`src/rtl/ps2_key_event_queue.sv`:
```
// Key event queue behind the PS/2 keyboard controller: edge-detects the event strobe,
// drops repeated codes inside a hold-off window, and buffers codes in a FWFT FIFO with IRQ.
module ps2_key_event_queue #(
    parameter int DEPTH   = 8,
    parameter int HOLDOFF = 0
) (
    input  logic                     iCLK,
    input  logic                     iRST_n,
    input  logic [31:0]              iKeyCode,
    input  logic                     iKeyStrobe,
    input  logic                     iRead,
    input  logic                     iClrOvf,
    output logic [31:0]              oData,
    output logic                     oEmpty,
    output logic                     oFull,
    output logic [$clog2(DEPTH):0]   oCount,
    output logic                     oOvf,
    output logic                     oIRQ
);
    localparam int PW = $clog2(DEPTH);
    localparam int CW = PW + 1;
    localparam int HW = (HOLDOFF > 0) ? $clog2(HOLDOFF + 1) : 1;

    logic          strobe_q;
    logic [PW-1:0] wr_ptr_q, wr_ptr_d;
    logic [PW-1:0] rd_ptr_q, rd_ptr_d;
    logic [CW-1:0] count_q, count_d;
    logic [HW-1:0] hcnt_q, hcnt_d;
    logic [7:0]    last_code_q, last_code_d;
    logic          last_vld_q, last_vld_d;
    logic          ovf_q, ovf_d;
    logic [7:0]    mem_q [DEPTH];

    logic [7:0]    code;
    logic          evt, drop, pass, empty, full, pop, push, ovf_set;

    // Upper key-code bits come from the controller but are never stored.
    logic          unused_code_hi;
    assign unused_code_hi = ^iKeyCode[31:8];

    always_comb begin
        code    = iKeyCode[7:0];
        evt     = iKeyStrobe & ~strobe_q;
        drop    = (HOLDOFF > 0) && last_vld_q && (hcnt_q != '0) && (code == last_code_q);
        pass    = evt && !drop;
        empty   = (count_q == '0);
        full    = (count_q == CW'(DEPTH));
        pop     = iRead && !empty;
        // A pop frees a slot in the same cycle, so a full queue can still accept.
        push    = pass && (!full || pop);
        ovf_set = pass && full && !pop;

        wr_ptr_d = push ? wr_ptr_q + PW'(1) : wr_ptr_q;
        rd_ptr_d = pop  ? rd_ptr_q + PW'(1) : rd_ptr_q;

        count_d = count_q;
        case ({push, pop})
            2'b10:   count_d = count_q + CW'(1);
            2'b01:   count_d = count_q - CW'(1);
            default: count_d = count_q;
        endcase

        hcnt_d      = hcnt_q;
        last_code_d = last_code_q;
        if (pass) begin
            hcnt_d      = HW'(HOLDOFF);
            last_code_d = code;
        end else if (hcnt_q != '0) begin
            hcnt_d = hcnt_q - HW'(1);
        end
        last_vld_d = (pass || last_vld_q) && (hcnt_d != '0);

        ovf_d = ovf_set ? 1'b1 : (iClrOvf ? 1'b0 : ovf_q);
    end

    always_ff @(posedge iCLK) begin
        if (!iRST_n) begin
            strobe_q    <= 1'b0;
            wr_ptr_q    <= '0;
            rd_ptr_q    <= '0;
            count_q     <= '0;
            hcnt_q      <= '0;
            last_code_q <= '0;
            last_vld_q  <= 1'b0;
            ovf_q       <= 1'b0;
        end else begin
            strobe_q    <= iKeyStrobe;
            wr_ptr_q    <= wr_ptr_d;
            rd_ptr_q    <= rd_ptr_d;
            count_q     <= count_d;
            hcnt_q      <= hcnt_d;
            last_code_q <= last_code_d;
            last_vld_q  <= last_vld_d;
            ovf_q       <= ovf_d;
        end
    end

    // Storage is not reset; the empty flag masks stale contents on oData.
    always_ff @(posedge iCLK) begin
        if (iRST_n && push) begin
            mem_q[wr_ptr_q] <= code;
        end
    end

    assign oEmpty = empty;
    assign oFull  = full;
    assign oCount = count_q;
    assign oOvf   = ovf_q;
    assign oIRQ   = !empty;
    assign oData  = empty ? 32'd0 : {24'd0, mem_q[rd_ptr_q]};

endmodule

```
`config.mk`:
```
export PLATFORM = sky130hd
export DESIGN_NAME = ps2_key_event_queue
export DESIGN_NICKNAME = d
export VERILOG_FILES = /design/src/rtl/ps2_key_event_queue.sv
export SDC_FILE = /design/constraint.sdc
export NUM_CORES = 1
export LEC_CHECK = 0
export ABC_AREA = 1
export CAP_MARGIN = 20
export CORE_MARGIN = 10
export CORE_UTILIZATION = 35
export CTS_CLUSTER_DIAMETER = 60
export DETAILED_ROUTE_END_ITERATION = 6
export PLACE_DENSITY = 0.56
export SYNTH_ARGS = -nofsm -noshare
export SYNTH_HDL_FRONTEND = slang
export SYNTH_SLANG_ARGS = --single-unit
```
`constraint.sdc`:
```
create_clock -name iCLK -period 3.4 [get_ports iCLK]
set_clock_uncertainty 0.2 [all_clocks]
set_input_delay 0.68 -clock iCLK [delete_from_list [all_inputs] [get_ports iCLK]]
set_output_delay 0.68 -clock iCLK [all_outputs]
set_load 0.1 [all_outputs]
```
* Word level (Yosys, flattened, before mapping)
Memories as Yosys holds them, arrays and structs flattened. A register that Yosys moved wholly into a read port is not among the register bits. Cells that the tools add are included.
Storage, ports and cells: register bits 12, output and inout port bits 40, latch bits 0, input bits 37, logic and storage cells 35, memories kept 1, RAM bits 64, bits in read-only memories 0
Memory list:
- mem_q | depth 8, bits a word 8, rd ports 1, clocked after memory_dff 1, write ports 1, RTL line 32 | logic [7:0] mem_q [DEPTH];
Cells by class: $add $sub $neg 4, multipliers 0, reduce and logical (&&, ||, !) cells 12, shifts and indexed selects 0, bitwise gates (word level) 2, muxes and demuxes 8, divide/modulo/power cells 0, equal/unequal tests 3, $lt $le $gt $ge 0
Operators by type and width (count):
- 8-bit two-way mux | 1
- 4-bit case mux with 2 select lines | 1
- 3-bit by 1-bit adder with 3-bit output, second input constant | 2
- 3-bit two-way mux | 2
- 1-bit logical AND | 5
- 4-bit by 1-bit adder with 4-bit output, second input constant | 1
- 4-bit == test, second input constant | 1
- 4-bit zero test | 1
- 1-bit two-way mux | 4
- 2-bit nonzero test | 2
- 4-bit by 1-bit subtractor with 4-bit output, second input constant | 1
- 1-bit zero test | 3
- 2-bit by 1-bit == test with 1-bit output, second input constant | 1
- 2-bit == test, second input constant | 1
- 1-bit bitwise AND | 1
- 1-bit logical OR | 1
- 1-bit inverter | 1

* Longest topological paths before layout
Gate-level depths: netlist of run 1.
depth after elaboration 8, mapped depth 15, gate-level depth less buffers 15

* Least setup slack after synthesis of run 1
Ideal clock, no wire load.
path kind reg-to-output, start point reg count_q[2], in the netlist oCount[2], end point out oData[0], arrival 3.198 ns, stages on the path, launching flop included 6, path slack -0.678 ns, required time 2.520 ns, buffers on the path 1, cell sequence dfxtp_1 inv_1 nand3_1 buf_2 nand2_1 nor2_1
Between the ends: word-level cells in the longest chain between the ends 2
Ends and longest elaborated chain:
- start: declaration | RTL line 27 | logic [CW-1:0] count_q, count_d;
- start signal: assignment | RTL line 90 | count_q <= count_d;
- 4-bit zero test | RTL line 46 | empty = (count_q == '0);
- 8-bit two-way mux | RTL line 110 | assign oData = empty ? 32'd0 : {24'd0, mem_q[rd_ptr_q]};
- end: declaration | RTL line 13 | output logic [31:0] oData,
No other way between the ends.

==> results.txt, run 1 <==
----------------------------------------------------
[Finish]
  Total of fill cells in the finished design ... 959
  Number of antenna cells inserted ... 0
  Non-Filler Cell Area, Final ... 4202 µm²
  Most frequent standard cell in the layout excluding fill and tap cells ... nor2_1
  Nets@finish ... between 400 and 500
  Layout cell share with drive strength beyond 1 ... 16.94%
  Area of the multi-input gates ... 1091 µm²
  Most used cells in the layout excluding fill and tap cells ... nor2_1, edfxtp_1, conb_1, o21ai_0, nand2_1
  Combined flip-flop and latch cell area ... approximately 2200 µm²
  Signed area change from the synthesized netlist to the final layout ... 20.10%

[Yosys]
  Distinct cell type count after synthesis ... 28
  Fraction of registers with async set or reset after synthesis ... 0%
  Yosys reg bits ... 79
  Post-synth top flop ... edfxtp_1
  Sequential share of the synthesized area ... 63.52%
  Post-Synthesis Mean Instance Area ... 10.80 µm²
  Area share of the largest cell type after synthesis ... 54.94%
  Yosys warning count ... 0
  Cell type contributing the most total cell area after synthesis ... edfxtp_1
  Number of flops mapped to enable cells by yosys ... 64
  Cell count after synthesis ... 324
  Area contributors post-synth ... edfxtp_1, dfxtp_1, nor2_1, buf_4, o21ai_0
  Syn Std Cell Area ... 3498 µm²

[Run status]
  Status ... complete, no violations

[Detailed routing]
  Initial detailed-routing violation count ... 62
  Vias per cell ... between 4 and 5
  DR DRC count ... 0
  Post-Route WL ... 7133 µm
  Total vias in the final route ... 2,264
  Average wire length per cell after detail routing ... around 14 µm
  Detailed Routing Iterations Pass 1 ... 4
  Detail Route Antenna Nets ... 0

[Power]
  VDD IR max ... 0.7558 mV
  Part of the power in the clock network ... 17.5%
  Switching fraction of total power ... about half
  Reg power frac ... between 20% and 30%
  Net switching power of the design ... 2.143 mW
  Comb power frac ... 55.3%
  PnR Total Power ... about 4.3 mW
  Leakage power summed over all cells ... 1.594 nW
  Int Power ... between 2 and 2.5 mW
  Total power per unit cell area ... 1029 nW/µm²

[Floorplan]
  Vertical die dimension ... 120.0 µm
  Core area ... 9774 µm²
  Horizontal extent of the die ... about 120 µm
  Number of primary I/O pins ... 77
  # rows ... 36
  Overall die area ... between 10,000 and 15,000 µm²
  Starting density of the core ... roughly 36%

[Global routing]
  Via count of the first global-routing pass ... 2,207
  Congestion Overflow GR ... 0
  Overall global routing resource usage ... about a tenth
  Wire length of the first global-routing pass ... 11,370 µm
  Largest net degree at the start of global routing ... 33
  Antenna violations before repair ... 0

[Timing]
  Final count of hold timing violations ... 0
  Setup TNS ... 0 ps
  Worst slew pin tran ... 697.4 ps
  Worst Hold Slack ... 276.5 ps
  Final setup violation count ... 0
  Period utilisation layout ... 82.55%
  Unrepaired setup endpoints after global routing ... no
  Max-slew headroom at the worst pin ... 53.44%
  Min Clock Period, post-route ... between 2000 and 3000 ps
  Final-report max-slew violation count ... 0
  Max frequency ... between 0.3 and 0.4 GHz

[Clock tree]
  Hold Buf Count CTS ... 0
  CTS sink count ... 79
  Clock latency reported for the late side of the worst-skew pair ... 340 ps
  # resized after CTS ... 0
  CTS tree ... done
  Clock transition at the registers of the reported paths ... 80 ps
  Num CTS Buffers ... 9
  CTS H-Tree Depth ... 3
  Post-CTS repair timing setup buffer count ... 0
  Largest buffer count on any clock path ... 2
  Root Buffer Master ... clkbuf_8

[Worst setup path]
  Depth of the worst register-to-register path ... 14
  Crit path max fanout ... 15
  Worst endpoint required time ... 2520 ps
  Startpoint-to-endpoint class of the critical path ... reg2out
  Setup slack, reg-to-reg ... just under 900 ps
  Critical Path End Type ... output port
  Crit path capture ... oData[7]
  Worst Path Arrival ... 1930 ps
  Launch point of the worst reg-to-reg path ... oCount[2]
  Worst reg2reg path endpoint ... oCount[2]
  Element type at the critical path start ... flip-flop

[Placed design]
  HPWL Detailed ... 4742 µm
  IO Port Bufs ... 28
  Weighted congestion at the end of routability-driven global placement ... just over 0.7
  Instance area after placement ... around 4000 µm²

[Min path]
  Worst hold path type ... reg2reg
  Worst hold path stage count ... 2

[Run]
  Max-cap violation count ... 0

----------------------------------------------------
-- worst max-delay path, cell delays in order, from the launching register on --
cell	delay, ps
dfxtp_1	560
buf_4	280
o21ai_0	120
o211ai_1	200
nand2_1	110
nor2_4	130
buf_12	180
-- cells in the mapped netlist, types with 2 or more instances --
cell type	instances
inv_2	3
o21ai_0	23
o21ai_1	16
buf_4	27
ha_1	5
nand2_4	2
edfxtp_1	64
xnor2_1	2
nor2_2	2
nand2_1	22
nand3_1	8
nor2_1	75
a21oi_1	7
nand2_2	2
buf_2	7
xor2_1	2
o211ai_1	8
dfxtp_1	15
inv_1	18
o22ai_1	8
-- flip-flops by register name (all words and copies together) (netlist names), named ones only --
name,cells
mem_q,64
oCount,4
rd_ptr_q,3
wr_ptr_q,3
oOvf,1
strobe_q,1
-- power groups by stage --
stage | clock, mW | combinational [mW] | sequential (mW)
floorplan | 0 | 1.62 | 1.35
global placement | 0 | 2.40 | 1.20
detailed placement | 0 | 2.42 | 1.20
CTS | 0.775 | 2.42 | 1.18
global route | 0.819 | 2.53 | 1.19
finish | 0.756 | 2.39 | 1.18
-- worst min path at each step --
stage / from / to / slack, ps
4_1_cts: oOvf / oOvf / 280
6_report: oOvf / oOvf / 280
3_5_place_dp: oOvf / oOvf / 260
3_3_place_gp: oOvf / oOvf / 250
5_1_grt: oOvf / oOvf / 290
2_1_floorplan: rd_ptr_q[0] / flip-flop / 250
-- through the flow --
step | utilization (%) | cells | worst slack, ps
5_1_grt | 42.99 | 499 | 405.3
6_report | 42.99 | 499 | 593.3
3_5_place_dp | 40.73 | 483 | 445.7
2_1_floorplan | - | 347 | 18.29
4_1_cts | 42.99 | 499 | 530.0
3_3_place_gp | 40.73 | 483 | 518.0
-- routing by layer --
layer,track usage [%],share of wire [%],up-vias
met5,0,0,-
met4,4.525,1.6,0
met3,3.282,5.9,8
met2,15.65,45,57
met1,12.66,47,1064
li1,-,-,1135
-- cell families after synthesis --
group | synth area share, %
AOI/OAI and AO/OA | 9.979
adders and majority gates | 1.788
buffers and inverters | 9.477
xor gates and xnor gates | 1.002
and+or+nand+nor | 14.13
other | 0.1072
DFF | 63.52
-- area by class of cell --
cell class	instances	share of cell area (%)
clock buffers	9	2.948
flip-flops and latches	79	52.89
clock inverters	7	2.293
well taps	133	3.961
inverters	21	1.876
repair buffers	39	10.07
multi-input cells	211	25.97
Note: power is estimated with default switching activity, not from simulation.
==> run 2, diff against run 1 <==
--- a/config.mk
+++ b/config.mk
@@ -11,7 +11,7 @@
 export CORE_UTILIZATION = 35
 export CTS_CLUSTER_DIAMETER = 60
 export DETAILED_ROUTE_END_ITERATION = 6
-export PLACE_DENSITY = 0.56
+export PLACE_DENSITY = 0.58
 export SYNTH_ARGS = -nofsm -noshare
 export SYNTH_HDL_FRONTEND = slang
 export SYNTH_SLANG_ARGS = --single-unit
==> constraint.sdc (replaced) <==
create_clock -name iCLK -period 2.33 [get_ports iCLK]
set_clock_uncertainty 0.2 [all_clocks]
set_input_delay 0.466 -clock iCLK [delete_from_list [all_inputs] [get_ports iCLK]]
set_output_delay 0.466 -clock iCLK [all_outputs]
set_load 0.1 [all_outputs]
==> results.txt, run 2 (synthesis gave the netlist of run 1 again) <==
----------------------------------------------------
[Run status]
  Status ... complete, no violations

[Worst setup path]
  Element type at the critical path start ... flip-flop
  Crit path max fanout ... 5
  Cell at the slowest stage of the critical path ... dfxtp_4
  CP Cell Sequence ... buf_6 > o21ai_0 > o22ai_1 > nor2_1 > nor2_4 > buf_12
  Startpoint-to-endpoint class of the critical path ... reg2out
  Critical Path End Type ... output port
  Worst Path Arrival ... ~1600 ps
  Worst endpoint required time ... 1660 ps
  Largest stage delay on the critical path ... between 400 and 500 ps

[Clock tree]
  Clock transition at the registers of the reported paths ... 80 ps
  Root Buffer Master ... clkbuf_8
  CTS tree ... done
  CTS sink count ... 79
  Hold Buf Count CTS ... 0
  Num CTS Buffers ... 9
  CTS H-Tree Depth ... 3
  Largest buffer count on any clock path ... 2
  Clock latency reported for the late side of the worst-skew pair ... 340 ps

[Detailed routing]
  Initial detailed-routing violation count ... 161
  Average wire length per cell after detail routing ... 14.20 µm
  Vias per cell ... approximately 4.6
  Detailed Routing Iterations Pass 1 ... 6
  Total vias in the final route ... ~2.4k
  Detail Route Antenna Nets ... 0
  Post-Route WL ... 7429 µm
  DR DRC count ... 0

[Floorplan]
  # rows ... 36
  Number of primary I/O pins ... 77
  Core area ... between 9000 and 10,000 µm²
  Overall die area ... 14,390 µm²
  Horizontal extent of the die ... 120.0 µm
  Vertical die dimension ... 120.0 µm
  Starting density of the core ... a little over a third

[Power]
  VDD IR max ... 1.119 mV
  Net switching power of the design ... 3.161 mW
  Comb power frac ... 58.3%
  Switching fraction of total power ... 48.52%
  Int Power ... 3.354 mW
  PnR Total Power ... roughly 6.5 mW
  Reg power frac ... between 20 and 30%
  Part of the power in the clock network ... 14.8%
  Total power per unit cell area ... 1457 nW/µm²
  Leakage power summed over all cells ... around 1.7 nW

[Global routing]
  Via count of the first global-routing pass ... between 2k and 2.5k
  Congestion Overflow GR ... 0
  Antenna violations before repair ... 0
  Largest net degree at the start of global routing ... 17
  Overall global routing resource usage ... 10.55%
  Wire length of the first global-routing pass ... 11,950 µm

[Finish]
  Area of the multi-input gates ... 1117 µm²
  Layout cell share with drive strength beyond 1 ... 25.13%
  Number of flip-flops in the largest register ... 64
  Total of fill cells in the finished design ... 942
  Combined flip-flop and latch cell area ... between 2000 and 2500 µm²
  Most used cells in the layout excluding fill and tap cells ... nor2_1, edfxtp_1, buf_4, conb_1, nand2_1
  Number of antenna cells inserted ... 0
  Nets@finish ... 427
  Signed area change from the synthesized netlist to the final layout ... 27.83%
  Register name with the most flops ... mem_q

[Timing]
  Period utilisation layout ... 99.03%
  Unrepaired setup endpoints after global routing ... yes
  Final count of hold timing violations ... 0
  Min Clock Period, post-route ... 2307 ps
  Post-route setup slack ... 22.50 ps
  Final setup violation count ... 0
  Final-report max-slew violation count ... 0
  Max frequency ... 0.4334 GHz

[Placed design]
  Weighted congestion at the end of routability-driven global placement ... 0.7761
  IO Port Bufs ... 28
  Worst slack at placement ... -106.1 ps
  HPWL Detailed ... 5274 µm

[Min path]
  Worst hold path type ... reg2reg

[Run]
  Max-cap violation count ... 0

----------------------------------------------------
-- run 2: worst max-delay path, delay by kind of cell, from the launching register on --
family	cells	cell delay [ps]
flops	1	430
compound gates	2	300
buf+inv	2	320
simple gates	2	250
-- run 2: what timing repair did --
item / in CTS / in global routing
setup endpoints to repair: 8 / 8
buffers inserted: 1 / 1
pin swaps: 0 / 5
cloned: 1 / 1
gates resized for setup: 12 / 9
-- run 2: metrics by stage --
stage / hold slack [ps] / utilization (%) / cell area (µm²) / instances / TNS (ps)
6_report: 275.4 / 45.75 / 4472 / 523 / 0
5_1_grt: 305.4 / 45.75 / 4472 / 523 / -408.2
4_1_cts: 278.9 / 45.40 / 4438 / 521 / 0
3_5_place_dp: 265.3 / 43.02 / 4205 / 503 / -322.8
3_3_place_gp: 256.3 / 43.02 / 4205 / 503 / -448.7
2_1_floorplan: 247.6 / - / 3691 / 347 / -680.1
-- run 2: final cells by class --
type | count | share of cell area, %
flip-flops and latches | 79 | 50.20
multi-input cells | 211 | 24.99
repair buffers | 63 | 15.00
well taps | 133 | 3.721
clock buffers | 10 | 2.854
inverters | 21 | 1.875
clock inverters | 6 | 1.371
-- run 2: final timing paths --
kind	from	endpoint	slack, ps	cells past startpoint
worst max register to register	oCount[0]	oCount[2]	280	14
worst min register to register	oOvf	oOvf	280	2
worst min-delay path	oOvf	oOvf	280	2
worst max-delay path	flip-flop	oData[7]	20	6
-- run 2: power by group through the flow --
stage / Clock (mW) / Sequential (mW) / Combinational [mW]
after CTS: 0.993 / 1.75 / 3.80
after global routing: 1.06 / 1.77 / 4.01
after floorplan: 0 / 1.99 / 2.43
after global placement: 0 / 1.76 / 3.73
after detailed placement: 0 / 1.76 / 3.75
final: 0.962 / 1.76 / 3.80
-- run 2: metal layers --
layer	GRT usage (%)	routed length, µm
met5	0	0
met4	3.394	59
met3	4.173	473
met2	16.88	3552
met1	12.75	3342
